[src/rtl/farrow_pkg.sv]
// farrow_pkg: shared types and limits for the polynomial evaluation sequencers.
package farrow_pkg;
  localparam int N_MAX = 16;
  localparam int K_W = $clog2(N_MAX);
  typedef enum logic [2:0] {
    S_IDLE,
    S_ISSUE_ADD,
    S_WAIT_ADD,
    S_ISSUE_MUL,
    S_WAIT_MUL,
    S_OUT
  } hs_state_t;
endpackage

[src/rtl/horner_sequencer.sv]
// horner_sequencer: Horner polynomial evaluation driving shared external add/multiply units.
module horner_sequencer
  import farrow_pkg::*;
#(
  parameter int BITS = 16,
  parameter string PRECISION = "HALF",
  parameter int N = 4
) (
  input  logic            clk,
  input  logic            rstn,
  input  logic            in_valid,
  output logic            in_ready,
  input  logic [BITS-1:0] coef_in [N],
  input  logic [BITS-1:0] xin,
  output logic            out_valid,
  input  logic            out_ready,
  output logic [BITS-1:0] yout,
  output logic            add_valid,
  output logic [BITS-1:0] add_a,
  output logic [BITS-1:0] add_b,
  input  logic            add_done,
  input  logic [BITS-1:0] add_c,
  output logic            mul_valid,
  output logic [BITS-1:0] mul_a,
  output logic [BITS-1:0] mul_b,
  input  logic            mul_done,
  input  logic [BITS-1:0] mul_c
);
  if (N < 1 || N > N_MAX || PRECISION == "") begin : g_bad_cfg
    $error("horner_sequencer: unsupported configuration");
  end
  hs_state_t       r_state;
  logic [BITS-1:0] r_c [N];
  logic [BITS-1:0] r_x;
  logic [BITS-1:0] r_acc;
  logic [BITS-1:0] r_y;
  logic [K_W-1:0]  r_k;
  logic            r_in_ready;
  logic            r_out_valid;
  logic            r_add_valid;
  logic            r_mul_valid;
  // Coefficients shift up after each multiply, so the next one is always at the top.
  assign add_a     = r_c[N-1];
  assign add_b     = r_acc;
  assign mul_a     = r_acc;
  assign mul_b     = r_x;
  assign in_ready  = r_in_ready;
  assign out_valid = r_out_valid;
  assign yout      = r_y;
  assign add_valid = r_add_valid;
  assign mul_valid = r_mul_valid;
  always_ff @(posedge clk or negedge rstn) begin
    if (!rstn) begin
      r_state     <= S_IDLE;
      r_c         <= '{default: '0};
      r_x         <= '0;
      r_acc       <= '0;
      r_y         <= '0;
      r_k         <= '0;
      r_in_ready  <= 1'b0;
      r_out_valid <= 1'b0;
      r_add_valid <= 1'b0;
      r_mul_valid <= 1'b0;
    end else begin
      r_add_valid <= 1'b0;
      r_mul_valid <= 1'b0;
      case (r_state)
        S_IDLE: begin
          r_in_ready <= 1'b1;
          if (in_valid && r_in_ready) begin
            r_c         <= coef_in;
            r_x         <= xin;
            r_acc       <= '0;
            r_k         <= K_W'(N - 1);
            r_in_ready  <= 1'b0;
            r_add_valid <= 1'b1;
            r_state     <= S_ISSUE_ADD;
          end
        end
        S_ISSUE_ADD: r_state <= S_WAIT_ADD;
        S_WAIT_ADD: begin
          if (add_done) begin
            r_acc <= add_c;
            if (r_k != '0) begin
              r_mul_valid <= 1'b1;
              r_state     <= S_ISSUE_MUL;
            end else begin
              r_y         <= add_c;
              r_out_valid <= 1'b1;
              r_state     <= S_OUT;
            end
          end
        end
        S_ISSUE_MUL: r_state <= S_WAIT_MUL;
        S_WAIT_MUL: begin
          if (mul_done) begin
            r_acc <= mul_c;
            r_k   <= r_k - 1'b1;
            for (int i = N - 1; i > 0; i--) r_c[i] <= r_c[i-1];
            r_c[0]      <= '0;
            r_add_valid <= 1'b1;
            r_state     <= S_ISSUE_ADD;
          end
        end
        S_OUT: begin
          if (out_ready) begin
            r_out_valid <= 1'b0;
            r_in_ready  <= 1'b1;
            r_state     <= S_IDLE;
          end
        end
        default: r_state <= S_IDLE;
      endcase
    end
  end
endmodule

[config.mk]
export PLATFORM = sky130hd
export DESIGN_NAME = horner_sequencer
export DESIGN_NICKNAME = d
export VERILOG_FILES = /design/src/rtl/farrow_pkg.sv /design/src/rtl/horner_sequencer.sv
export SDC_FILE = /design/constraint.sdc
export NUM_CORES = 1
export LEC_CHECK = 0
export CELL_PAD_IN_SITES_DETAIL_PLACEMENT = 0
export CELL_PAD_IN_SITES_GLOBAL_PLACEMENT = 1
export CORE_MARGIN = 3
export CORE_UTILIZATION = 37
export DETAILED_ROUTE_END_ITERATION = 10
export PLACE_DENSITY = 0.83
export RECOVER_POWER = 25
export SYNTH_ARGS = -nofsm -noshare
export SYNTH_HDL_FRONTEND = slang
export SYNTH_SLANG_ARGS = --single-unit
[constraint.sdc]
create_clock -name clk -period 2.7 [get_ports clk]
set_input_delay 0.54 -clock clk [delete_from_list [all_inputs] [get_ports clk]]
set_output_delay 0.54 -clock clk [all_outputs]
set_load 0.1 [all_outputs]
==> After elaboration in Yosys (flattened, before gate mapping) <==
Cells that the tools add are included.
{ "op_classes": {"eq_ne": 10, "addsub": 1, "n_reduce_logical": 14, "n_mux": 29, "bitwise": 1} }
{ "op_table": {"columns": ["operator", "count"], "rows": [
  ["64-bit two-way mux", 2],
  ["64-bit one-hot mux with 2 select lines", 1],
  ["16-bit two-way mux", 3],
  ["16-bit one-hot mux with 3 select lines", 1],
  ["3-bit one-hot mux with 6 select lines", 1],
  ["3-bit two-way mux", 5],
  ["4-bit AND reduction", 3],
  ["1-bit two-way mux", 10],
  ["2-bit != test, second input constant", 5],
  ["4-bit two-way mux", 2],
  ["4-bit one-hot mux with 2 select lines", 1],
  ["3-bit by 2-bit == test with 1-bit output, second input constant", 2],
  ["3-bit == test, second input constant", 2],
  ["1-bit one-hot mux with 2 select lines", 3],
  ["3-bit AND reduction", 2],
  ["2-bit nonzero test", 3],
  ["2-bit AND reduction", 2],
  ["4-bit nonzero test", 1],
  ["4-bit by 1-bit subtractor with 4-bit output, second input constant", 1],
  ["3-bit by 1-bit == test with 1-bit output, second input constant", 1],
  ["3-bit zero test", 1],
  ["3-bit nonzero test", 1],
  ["1-bit logical AND", 1],
  ["1-bit NOT", 1]
]} }
{ "totals": {"regBits": 123, "inputBits": 118, "wordCells": 68} }

==> Longest topological paths before layout <==
Gate-level depths: netlist of the first run.
{ "logic_depth": {"depth_word": 4, "depth_mapped": 8, "depth_no_buf": 6} }

==> Worst setup path after synthesis of the first run <==
No wires, ideal clock.
{ "synth_path": {"kind": "reg-to-reg", "start": "register r_in_ready (netlist: in_ready)", "end": "register r_acc[10] (netlist: add_b[10])", "path_slack_ns": 0.456, "t_arrival_ns": 2.117, "period_less_slack_ns": 2.244, "path_buffers": 1, "required_ns": 2.574, "setup_ns": 0.126, "path_stages_with_launch": 5, "path_cell_list": "dfrtp_1 > nand3b_4 > a311oi_4 > buf_8 > mux2_4"} }
{ "synth_via": {"elab_chain_cells": 3} }
{ "synth_rtl": {"columns": ["element", "line_no", "text"], "rows": [
  ["from (decl)", "horner_sequencer.sv:38", "logic r_in_ready;"],
  ["from (signal assigned)", "horner_sequencer.sv:60", "r_in_ready <= 1'b0;"],
  ["from (signal assigned)", "horner_sequencer.sv:69", "r_in_ready <= 1'b1;"],
  ["from (signal assigned)", "horner_sequencer.sv:75", "r_in_ready <= 1'b0;"],
  ["1-bit logical AND", "horner_sequencer.sv:70", "if (in_valid && r_in_ready) begin"],
  ["2-bit != test (no source line)", null, null],
  ["4-bit AND reduction (no source line)", null, null],
  ["to (signal assigned)", "horner_sequencer.sv:97", "r_acc <= mul_c;"],
  ["to (decl)", "horner_sequencer.sv:35", "logic [BITS-1:0] r_acc;"]
]} }
No other way between the ends.
A chain may end at the register's enable or synchronous reset.

==> Worst setup path after layout of the first run <==
{ "layout_path": {"start": "input port mul_done", "end": "register r_acc[0] (netlist: add_b[0])"} }
{ "layout_via": {"elab_chain_cells": 2} }
{ "layout_rtl": {"columns": ["element", "line_no", "text"], "rows": [
  ["from (decl)", "horner_sequencer.sv:26", "input logic mul_done,"],
  ["2-bit != test (no source line)", null, null],
  ["4-bit AND reduction (no source line)", null, null]
]} }
No other way between the ends.

==> summary by stage, run 1 <==
Yosys
The summed instance area of the synthesized netlist is ~5600 µm². Ranked by total cell area, the synthesized netlist is headed by sky130_fd_sc_hd__dfrtp_1 55%, sky130_fd_sc_hd__mux2i_1 8.7%, sky130_fd_sc_hd__mux2_2 7.8%. In this run, synthesis inferred 0 flip-flops with an integrated enable. The average cell area after synthesis is 11.8 µm².

The area share of the leading cell type in the synthesized netlist is 0.548. The predominant post-synthesis flop cell is sky130_fd_sc_hd__dfrtp_1. The sequential fraction of the synthesis area is 0.548. In the synthesized netlist, the cells that appear most often are 123 x sky130_fd_sc_hd__dfrtp_1, 71 x sky130_fd_sc_hd__nor2_1, 51 x sky130_fd_sc_hd__a21oi_1. The post-synthesis cell type with the largest combined area is sky130_fd_sc_hd__dfrtp_1. Of all flip-flops after synthesis, the portion carrying an async set or reset was 1.00. The post-synthesis register bit count is 123.

sky130_fd_sc_hd__dfrtp_1 is the most common cell in the netlist. The total nets after synthesis is 595. The unique cell type count in the Yosys netlist is 34. The synthesized instance count is ~480. The number of synthesis warnings is 0.

Setup path
The signal on the critical path passes through clkdlybuf4s50_1, nand2_1, a311oi_4, buf_4, mux2_2. The gate family responsible for the most delay along the worst path is buffers and inverters. The kind of end point of the critical path is a flip-flop. The worst path required time is 2980 ps.

The type of the worst setup path is in -> reg. In this run the critical register-to-register path is captured at r_c[33]. The slowest stage of the critical path belongs to the cell sky130_fd_sc_hd__clkdlybuf4s50_1. The reg2reg setup slack is 820 ps. Counting both buffers and inverters, the worst setup path holds a total of 2. The worst register-to-register path has a depth of 4. The launching point of the worst reg2reg path is r_state[0]. The maximum fanout along the worst path is 17. Following the worst setup path forward leads to its endpoint at add_b[0].

The worst endpoint data arrival time is ~2300 ps. The total stage count of the critical path is 5. The worst setup path is launched from an input port.

In this design, the stage delay of the slowest critical-path cell is 540 ps. The timing startpoint of the critical path is mul_done.

Global route
The total overflow left after global routing is 0. The largest net degree at the start of global routing is 98. The global-route layer with the greatest usage is met2. For this run, global-route usage on met1 was measured as 0.222. Across every metal layer, demand over resource in global routing totals 0.170. The met2 track utilization from global routing is 0.273. The first global-routing pass estimated about 22,000 µm of wire. The number of antenna violations at the first check in global routing is 0.

The global routing usage on met3 is 0.0495. The number of global-route vias before repair was 4,358.

Timing
Measured against its own limit, the worst slew margin works out to -0.375. At the pin with the least slew margin, the transition time is 2060 ps. The number of max-slew violations in the final report came to 37. Once routing completed, OpenROAD measured the worst setup slack at 732 ps. The minimum clock period after layout is 1970 ps. The portion of the clock cycle consumed by the worst path in the final layout is 0.729. The tightest hold margin is approximately 510 ps.

The achievable clock frequency is 0.508 GHz. The summed negative setup slack over all endpoints is 0 ps. Setup violations remaining at the end of the flow were counted as 0. The final-report hold violation count is 0. The final setup skew is slightly above 9 ps. Setup repair after global routing left no endpoint under its margin.

Floorplanning
The die covers 16,700 µm². The die is 129 µm tall. The width of the chip is ~130 µm. The I/O pin total is approximately 200.

The core region is 14,700 µm². Row generation in the floorplan step produced between 40 and 50 rows. The effective utilization at floorplan is 0.382.

Routing
After the first detailed-routing iteration, the DRC count stood at 185. The number of optimization iterations in the first detailed-route pass is 4. The routed layout has 4,104 vias. After detailed routing, the number of vias per cell comes to 4.87. The remaining number of nets flagged by the antenna check after routing is 0. The number of design rule violations left after detail routing is 0. The wire length per cell is 16.7 µm. The routed design has 14,100 µm of wire.

Clocking
The H-tree was split into 4 levels. The TritonCTS clock tree is built. The clock latency of the later-clocked register in the worst-skew pair is 410 ps. Clock-pin slew was measured on the worst setup and hold paths at approximately 50 ps. The clock passes through at most 2 buffers. The post-CTS setup-driven buffer insertion count is 0. The root buffer cell is sky130_fd_sc_hd__clkbuf_16. The number of clock sinks is 123. The number of hold buffers added after CTS was 0. The total of cells resized after clock tree synthesis is 0.

The total clock buffers created by CTS is 17.

Cells and area
The number of antenna diodes in the final layout is 0. Of the cells placed in the final design, the portion with a size suffix greater than 1 is 0.278. The final instance count without filler cells is 842. Summing all non-filler instances in the final layout gives an area of 7960 µm². For this run, the share of the core covered by cells in the final layout is 0.542. After the last flow step, the layout net total stands at 765. The area of the multi-input gates is 2100 µm².

In the final layout, flip-flops and latches occupy 3080 µm². The layout filler cell count is 1,254. The area added between synthesis and finish is 41.9%.

Power
The clock network fraction of total power is 0.198. The internal portion of the total power is 5.74 mW. The switching part of the total is 0.493. The maximum ir drop on the vdd rail is 1.00 mV. The power share of the combinational group is 0.531. The areal power density over the cells is 1420 nW/µm². The share of total power dissipated in sequential elements is 0.271. The post-route total power is 11.3 mW. In this run the power spent charging and discharging nets is ~5.6 mW.

Summed over all cells, the static leakage comes to between 3 and 4 nW.

Placement
The count of input and output buffers is 201. The congestion estimate from routability-driven global placement came to 0.743. OpenSTA, run right after detailed placement, puts the worst setup slack at around 320 ps. After detailed placement, the total cell area comes to 7370 µm².

The detailed-placement wirelength estimate is 10,200 µm. The cell count after placement is 810.

Worst hold path
The class of the tightest hold or removal check is reg -> reg.

Run
The tool flagged a number of max-cap violations equal to 1.

Status
The final reports fail on capacitance limit, slew limit. The flow ran to the end, but the final reports show violations.
==> state kept, by name, indices dropped and copies added, names as in the netlist <==
name,cells
add_valid,1
r_k,4
yout,16
add_a,16
r_state,3
mul_b,16
add_b,16
r_c,48
in_ready,1
out_valid,1
mul_valid,1
==> how the worst min path moves through the flow <==
stage          slack [ps]  cells past startpoint  endpoint    start
2_1_floorplan         240                      0  add_a[0]     rstn
6_report              510                      1   r_c[50]  r_c[50]
3_5_place_dp          500                      1   r_c[49]  r_c[49]
3_3_place_gp          490                      1   r_c[58]  r_c[58]
5_1_grt               520                      1   r_c[50]  r_c[50]
4_1_cts               110                      1   yout[8]     rstn
==> power groups by stage <==
stage	Combinational, mW	Sequential [mW]	Clock (mW)
detailed placement	6.03	3.09	0
floorplan	3.49	4.53	0
global placement	5.94	3.06	0
CTS	6.05	3.07	2.30
finish	6.01	3.06	2.24
global route	6.34	3.16	2.39
==> layout make-up <==
class                           count  share of cell area
Clock buffer                       22              0.0608
Clock inverter                     10              0.0145
Inverter                            6             0.00283
Multi-Input combinational cell    283               0.264
Sequential cell                   123               0.386
Tap cell                          184              0.0289
Timing Repair Buffer              214               0.242
==> routing by layer <==
layer / share of wire / routed length (µm)
met3: 0.056 / 781
met2: 0.49 / 6940
met1: 0.44 / 6170
met4: 0.012 / 167
met5: 0 / 0
==> cell families (layout without fill, tap and decap cells) <==
family	count (synthesis)	in the layout	share of synthesized area
AO/OA/AOI/OAI	92	92	0.106
multiplexers	97	97	0.190
AND/OR/NAND/NOR	90	90	0.0705
flip-flops	123	123	0.548
adder cells (fa/ha/maj)	2	2	0.00446
buffers and inverters	69	252	0.0776
XOR/XNOR	2	2	0.00312
==> cell usage in the layout (no fill, tap or decap), drive strengths merged, types with 2 or more instances in the layout <==
| cell type | synthesis | layout |
|---|---|---|
| nand3 | 4 | 4 |
| o21ai | 3 | 3 |
| nand2 | 6 | 6 |
| a22o | 16 | 16 |
| inv | 6 | 6 |
| clkinvlp | 0 | 3 |
| clkinv | 0 | 5 |
| nor2b | 2 | 2 |
| a22oi | 16 | 16 |
| dfrtp | 123 | 123 |
| buf | 57 | 97 |
| mux2 | 48 | 48 |
| a21oi | 51 | 51 |
| bufinv | 0 | 2 |
| nor3b | 3 | 3 |
| ha | 2 | 2 |
| clkbuf | 6 | 23 |
| clkdlybuf4s50 | 0 | 116 |
| mux2i | 49 | 49 |
| nor2 | 71 | 71 |
| xor2 | 2 | 2 |
Power figures use the tool's default switching activity.
==> run 2: changes to the inputs <==
Settings changed: CORE_UTILIZATION 37 to 31, PLACE_DENSITY 0.83 to 0.74.
Clock period 2.7 ns to 1.78 ns, I/O delays scaled along.
==> summary by stage, run 2 (same netlist as run 1, synthesis figures left out) <==
Power
Power comes to about 20 mW. The maximum ir drop on the vdd rail is between 1 and 1.5 mV. The areal power density over the cells is 2110 nW/µm².

In this run the static leakage power is 3.96 nW.

Clocking
TritonCTS built the clock tree. The tree is rooted in a sky130_fd_sc_hd__clkbuf_16. The H-tree generated during clock tree synthesis spans 4 levels. For the worst-skew pair, the clock arrives at the later sink with an insertion delay of 410 ps.

Once the clock tree was built, the setup fixing pass inserted 0 buffers. Clock tree synthesis inserted a total of 17 buffers. The post-CTS clock slew at the launch and capture registers of the worst setup and hold paths is 60 ps.

The tree built by TritonCTS fans out to 123 sinks. The clock passes through at most 2 buffers.

Timing
Setup violations remaining at the end of the flow were counted as 0. The worst path meets setup with 111 ps of slack. The slew at the pin closest to its max-slew limit is 662 ps. Static timing analysis puts the maximum clock frequency at about 0.6 GHz. The minimum clock period after layout is between 1500 and 2000 ps.

Setup repair after global routing left no endpoint under its margin. The final setup skew is 7.78 ps. The number of max-slew violations in the final report is 0. The final-report hold violation count was 0. For the final routed database, the setup TNS stands at 0 ps. Headroom to the max-slew limit came out at 0.559. Of the available clock period, the critical path in the final layout requires 0.937. The tightest hold path in the finished design has a slack of a little over 500 ps.

Worst hold path
The class of the tightest hold or removal check is in -> async.

Global route
The global-route layer with the greatest usage is met2. Global routing finished with a remaining overflow of 0. The met1 routing resource usage after global routing is 0.200. The number of global-route vias before repair is 4,413. For this run, the total global-route usage over all layers was measured as 0.156.

Entering global routing, the biggest net connects 39 pins. For met2 alone, demand over resource in global routing was 0.252. The global routing usage on met3 is 0.0464. The number of antenna violations at the first check in global routing is 0.

The wire length of the first global-routing pass is roughly 24,000 µm.

Routing
In this run the remaining antenna-violating nets after routing total 0. Detailed routing inserted a total of between 4,000 and 5,000 vias. The mean number of vias per cell is 4.62. The first routing iteration left 178 violations. The number of optimization iterations in the first detailed-route pass is 4. The final layout contains routed wiring with a total length of 15,100 µm. In the final routed layout, each cell accounts on average for roughly 17 µm.

The number of design rule violations left after detail routing is 0.

Floorplanning
The site row count is 48. The die covers between 15,000 and 20,000 µm². The initial utilization of the core area, before any placement, comes to 0.320. Pin placement for this block handled 202 I/O pins. The core area is 17,500 µm².

The vertical extent of the die is 141 µm. The width of the chip is 141 µm.

Placement
Timing analysis after detailed placement gives a worst setup slack of -248 ps. The cell count after placement is approximately 860. Detailed placement ended at an HPWL of 11,400 µm.

At the end of routability-driven placement, the weighted congestion stood at 0.797. Port buffering added 201 buffers. Once placement finished, the instance area stood at roughly 8700 µm².

Setup path
The worst register-to-register path has a depth of 6. For the worst setup path, the data arrival time is 1960 ps. The signal on the critical path passes through inv_1, ha_1, nor3b_4, nand4_2, buf_12, mux2_2.

STA classifies the critical path endpoint as a flip-flop. The launching point of the worst reg2reg path is r_k[1]. The gate family responsible for the most delay along the worst path is simple AND/OR/NAND/NOR gates. The longest individual stage delay on the worst path is 390 ps.

The worst path required time is slightly above 2000 ps. The reg2reg setup slack is 110 ps. The critical path is of the reg -> reg type. The endpoint of the worst-slack reg-to-reg timing path is yout[8]. The slowest cell on the critical path is sky130_fd_sc_hd__dfrtp_1.

The count of buffer and inverter cells on the critical path is 2. The maximum fanout along the worst path is 17. STA classifies the critical path startpoint as a flip-flop.

Cells and area
The number of nets in the finished design is a little under 800. The number of antenna diodes in the final layout is 0. The final standard cell utilization of the core is 0.531. The register with the most flip-flops in the layout has between 40 and 50 of them. The area added between synthesis and finish is 66.0%.

The final instance count without filler cells is roughly 900. The library cell used most frequently in the layout, excluding fill and tap cells, is sky130_fd_sc_hd__dfrtp_1. More flip-flops sit in one register than any other, and that register is r_c. In the final layout, the share of cells above drive strength 1 is 0.298.

The area of all placed cells without fillers is about 9300 µm². The library cells used most frequently in the layout, excluding fill and tap cells, are 121 x sky130_fd_sc_hd__dfrtp_1, 116 x sky130_fd_sc_hd__clkdlybuf4s50_1, 94 x sky130_fd_sc_hd__buf_12, 71 x sky130_fd_sc_hd__nor2_1, 51 x sky130_fd_sc_hd__a21oi_1.

Run
Across the run, the number of max-cap violations was 0.

Status
The flow ran to the end, and the final reports show no timing, DRC or antenna violations.
[run 2: cell count changes in the layout (fill, tap and decap cells not counted), moves of 2 or more]
cell	before	now
sky130_fd_sc_hd__buf_12	3	94
sky130_fd_sc_hd__buf_4	94	13
sky130_fd_sc_hd__clkbuf_4	0	3
sky130_fd_sc_hd__inv_6	0	3
sky130_fd_sc_hd__bufinv_16	2	4
sky130_fd_sc_hd__clkbuf_1	2	0
sky130_fd_sc_hd__clkbuf_8	4	2
sky130_fd_sc_hd__dfrtp_1	123	121
[run 2: what timing repair did]
item | in CTS | in global routing
endpoints found under the hold margin | 22 | 0
gates resized for setup | 0 | 2
hold buffers | 1 | 0
setup endpoints to repair | 0 | 30
[run 2: where the power goes]
group / total [mW] / internal, mW / switching, mW
clock: 3.71 / 2.43 / 1.29
combinational: 11.0 / 4.33 / 6.62
sequential: 4.96 / 3.93 / 1.04
total: 19.6 / 10.7 / 8.95
[run 2: cell type report]
type	instances	area, µm²
clock inverter	13	189
clock buffer	19	453
inverter	6	22.5
tap	225	282
timing repair buffer	228	3180
fill	1509	8220
multi-input combinational	283	2110
sequential	123	3080
[run 2: worst max path at each step]
stage	cells after the start	startpoint	slack, ps	end
global route	6	r_k[1]	3	yout[8]
detailed placement	5	mul_done	-250	add_b[1]
finish	6	r_k[1]	110	yout[8]
CTS	5	r_state[2]	70	r_c[42]
global placement	5	mul_done	-220	add_b[3]
floorplan	4	in_ready	3	add_b[10]
[run 2: per-layer routing]
layer / vias up / share of wire
met5: - / 0
met4: 0 / 0.013
met3: 14 / 0.057
met2: 122 / 0.51
met1: 2002 / 0.42
li1: 2010 / -
[run 2: worst register-to-register path: stages (launching register included)]
cell                      delay [ps]
sky130_fd_sc_hd__dfrtp_1         390
sky130_fd_sc_hd__inv_1           120
sky130_fd_sc_hd__ha_1            170
sky130_fd_sc_hd__nor3b_4         260
sky130_fd_sc_hd__nand4_2         160
sky130_fd_sc_hd__buf_12          190
sky130_fd_sc_hd__mux2_2          280
==> run 3: changes to the inputs <==
Settings changed: CORE_ASPECT_RATIO set to 1.5.
==> summary by stage, run 3 (same netlist as run 1, synthesis figures left out) <==
Global route
The total global routing overflow is 0. The wire length of the first global-routing pass is 24,000 µm. The largest net degree at the start of global routing is between 40 and 50. In the global route stage, overall resource usage came out at 0.157. The number of antenna violations at the first check in global routing is 1. The number of global-route vias before repair is ~4,700.

Setup path
The worst setup path is launched from a flip-flop. STA puts the critical path data arrival time at 1970 ps. For the worst setup path, the data required time is 2070 ps.

The kind of end point of the critical path is a flip-flop. The type of the worst setup path is reg -> reg. Of all nets on the critical path, the largest fanout is 17. Among cell families on the critical path, the largest total delay comes from simple AND/OR/NAND/NOR gates. The count of buffer and inverter cells on the critical path is 2. The slowest stage of the critical path belongs to the cell sky130_fd_sc_hd__dfrtp_1.

Traced cell by cell, the critical path runs through inv_1, ha_1, nor3b_4, nand4_2, buf_12, mux2_2. The largest single stage delay on the critical path is approximately 400 ps.

Timing
At the pin with the least slew margin, the transition time is 629 ps. The tightest hold margin is 498 ps. Setup violations remaining at the end of the flow were counted as 0. Setup repair after global routing left no endpoint under its margin. The number of max-slew violations in the final report was 0. Measured against its own limit, the worst slew margin works out to 0.581. The final-report hold violation count is 0. The worst path needs 1680 ps of the cycle, external delays included. The final setup skew is 12.9 ps. Static timing analysis puts the maximum clock frequency at 0.596 GHz. The portion of the clock cycle consumed by the worst path in the final layout is 0.943.

Clocking
The clock passes through at most 2 buffers. The post-CTS setup-driven buffer insertion count is 0. After clock tree synthesis, the clock-pin slew on the worst setup and hold paths is approximately 60 ps. The number of clock sinks is around 120. The number of levels the H-tree was split into is 4. The TritonCTS clock tree is built.

The tree is rooted in a sky130_fd_sc_hd__clkbuf_16. Counting the buffers created by CTS gives 17. The clock reaches the later pin of the worst-skew pair after 410 ps.

Power
The post-route total power is around 19 mW. The switching power total is 8.82 mW. The areal power density over the cells is 2080 nW/µm².

The share of total power in sequential cells is 0.255. Summed over all cells, the static leakage comes to 3.95 nW. The clock network fraction of total power is 0.178. Of the total power, combinational logic draws 0.567. The switching part of the total is 0.458. VDD sags by at most 1.50 mV. The cell-internal power is 10.4 mW.

Cells and area
The layout filler cell count is 1,518. The area growth from synthesis to layout is 64.8%. The number of flip-flops in the largest register is 48.

The top register by number of flip-flops is r_c. The finished cells cover between 9000 and 10,000 µm². The total inserted antenna cells is 0. Leaving out fill and tap cells, the most frequent cell in the layout is sky130_fd_sc_hd__dfrtp_1. In the layout the commonest cells are 121 x sky130_fd_sc_hd__dfrtp_1, 116 x sky130_fd_sc_hd__clkdlybuf4s50_1, 91 x sky130_fd_sc_hd__buf_12, 71 x sky130_fd_sc_hd__nor2_1, 51 x sky130_fd_sc_hd__a21oi_1. The share of layout cells above drive strength 1 is 0.302. For this run, the post-layout net count is between 700 and 800.

Floorplanning
202 I/O pins were placed. The width of the chip is between 100 and 150 µm. The floorplan has 59 rows.

For this configuration, the core starts out at a cell density of 0.319. The floorplan step set the die height to between 150 and 200 µm. The region available for standard cell placement spans 17,600 µm².

The floorplan step defined a die boundary enclosing 19,800 µm².

Routing
The number of vias after detailed routing is 4,214. The initial detailed-routing violation count is between 150 and 200. The detail route stage leaves a number of antenna-violating nets equal to 0.

The wire length per cell is 16.8 µm. The first detailed-routing pass ran for 4 iterations. The total detailed-routing wirelength is 14,900 µm.

The mean number of vias per cell is 4.74. In the routed design, unresolved DRC markers number 0.

Run
The max capacitance violation total is 0.

Worst hold path
The path class of the tightest hold or removal check is in -> async.

Placement
The final weighted congestion of routability-driven global placement is 0.762. The detailed-placement wirelength estimate is 11,400 µm. In this run the cell area measured after placement is 8650 µm². The count of buffers added on input and output ports is 201.

Status
The run finished with clean final reports.
[run 3: final cells by class]
class | instances | area (µm²) | area share
Clock buffer | 22 | 484 | 0.0523
Clock inverter | 10 | 115 | 0.0124
Inverter | 6 | 22.5 | 0.00243
Multi-Input combinational cell | 283 | 2110 | 0.228
Sequential cell | 123 | 3080 | 0.333
Tap cell | 213 | 267 | 0.0288
Timing Repair Buffer | 232 | 3170 | 0.342
[run 3: worst paths after layout]
path	startpoint	to	slack, ps	cells after the start
max	r_k[0]	yout[8]	100	6
min	rstn	yout[1]	500	2
max reg2reg	r_k[0]	yout[8]	100	6
min reg2reg	r_c[52]	r_c[52]	500	1
max in group asynchronous	rstn	r_c[46]	230	3
min in group clk	r_c[52]	r_c[52]	500	1
[run 3: power groups by stage]
stage	logic (mW)	clock network (mW)	registers, mW
after floorplan	5.29	0	6.88
after global placement	10.9	0	4.93
after detailed placement	11.0	0	4.98
after CTS	11.0	3.53	4.94
after global routing	11.5	3.65	5.08
final	10.9	3.43	4.92
[run 3: timing repair]
item,4_1_cts,5_1_grt
setup endpoints to repair,0,69
hold endpoints to repair,21,0
resized for setup,0,2
hold buffers,1,0
[run 3: through the flow]
stage,util,TNS [ps],std cells,worst slack (ps)
after floorplan,-,0,475,2.94
after global placement,0.492,-8780,856,-186
after detailed placement,0.492,-10220,856,-206
after CTS,0.527,0,889,56.0
after global routing,0.526,0,889,5.35
final,0.526,0,889,101
[run 3: routing by layer]
layer / track usage / routed length, µm
met5: 0 / 9
met1: 0.185 / 5750
met4: 0.0500 / 163
met2: 0.261 / 7630
met3: 0.0626 / 1370
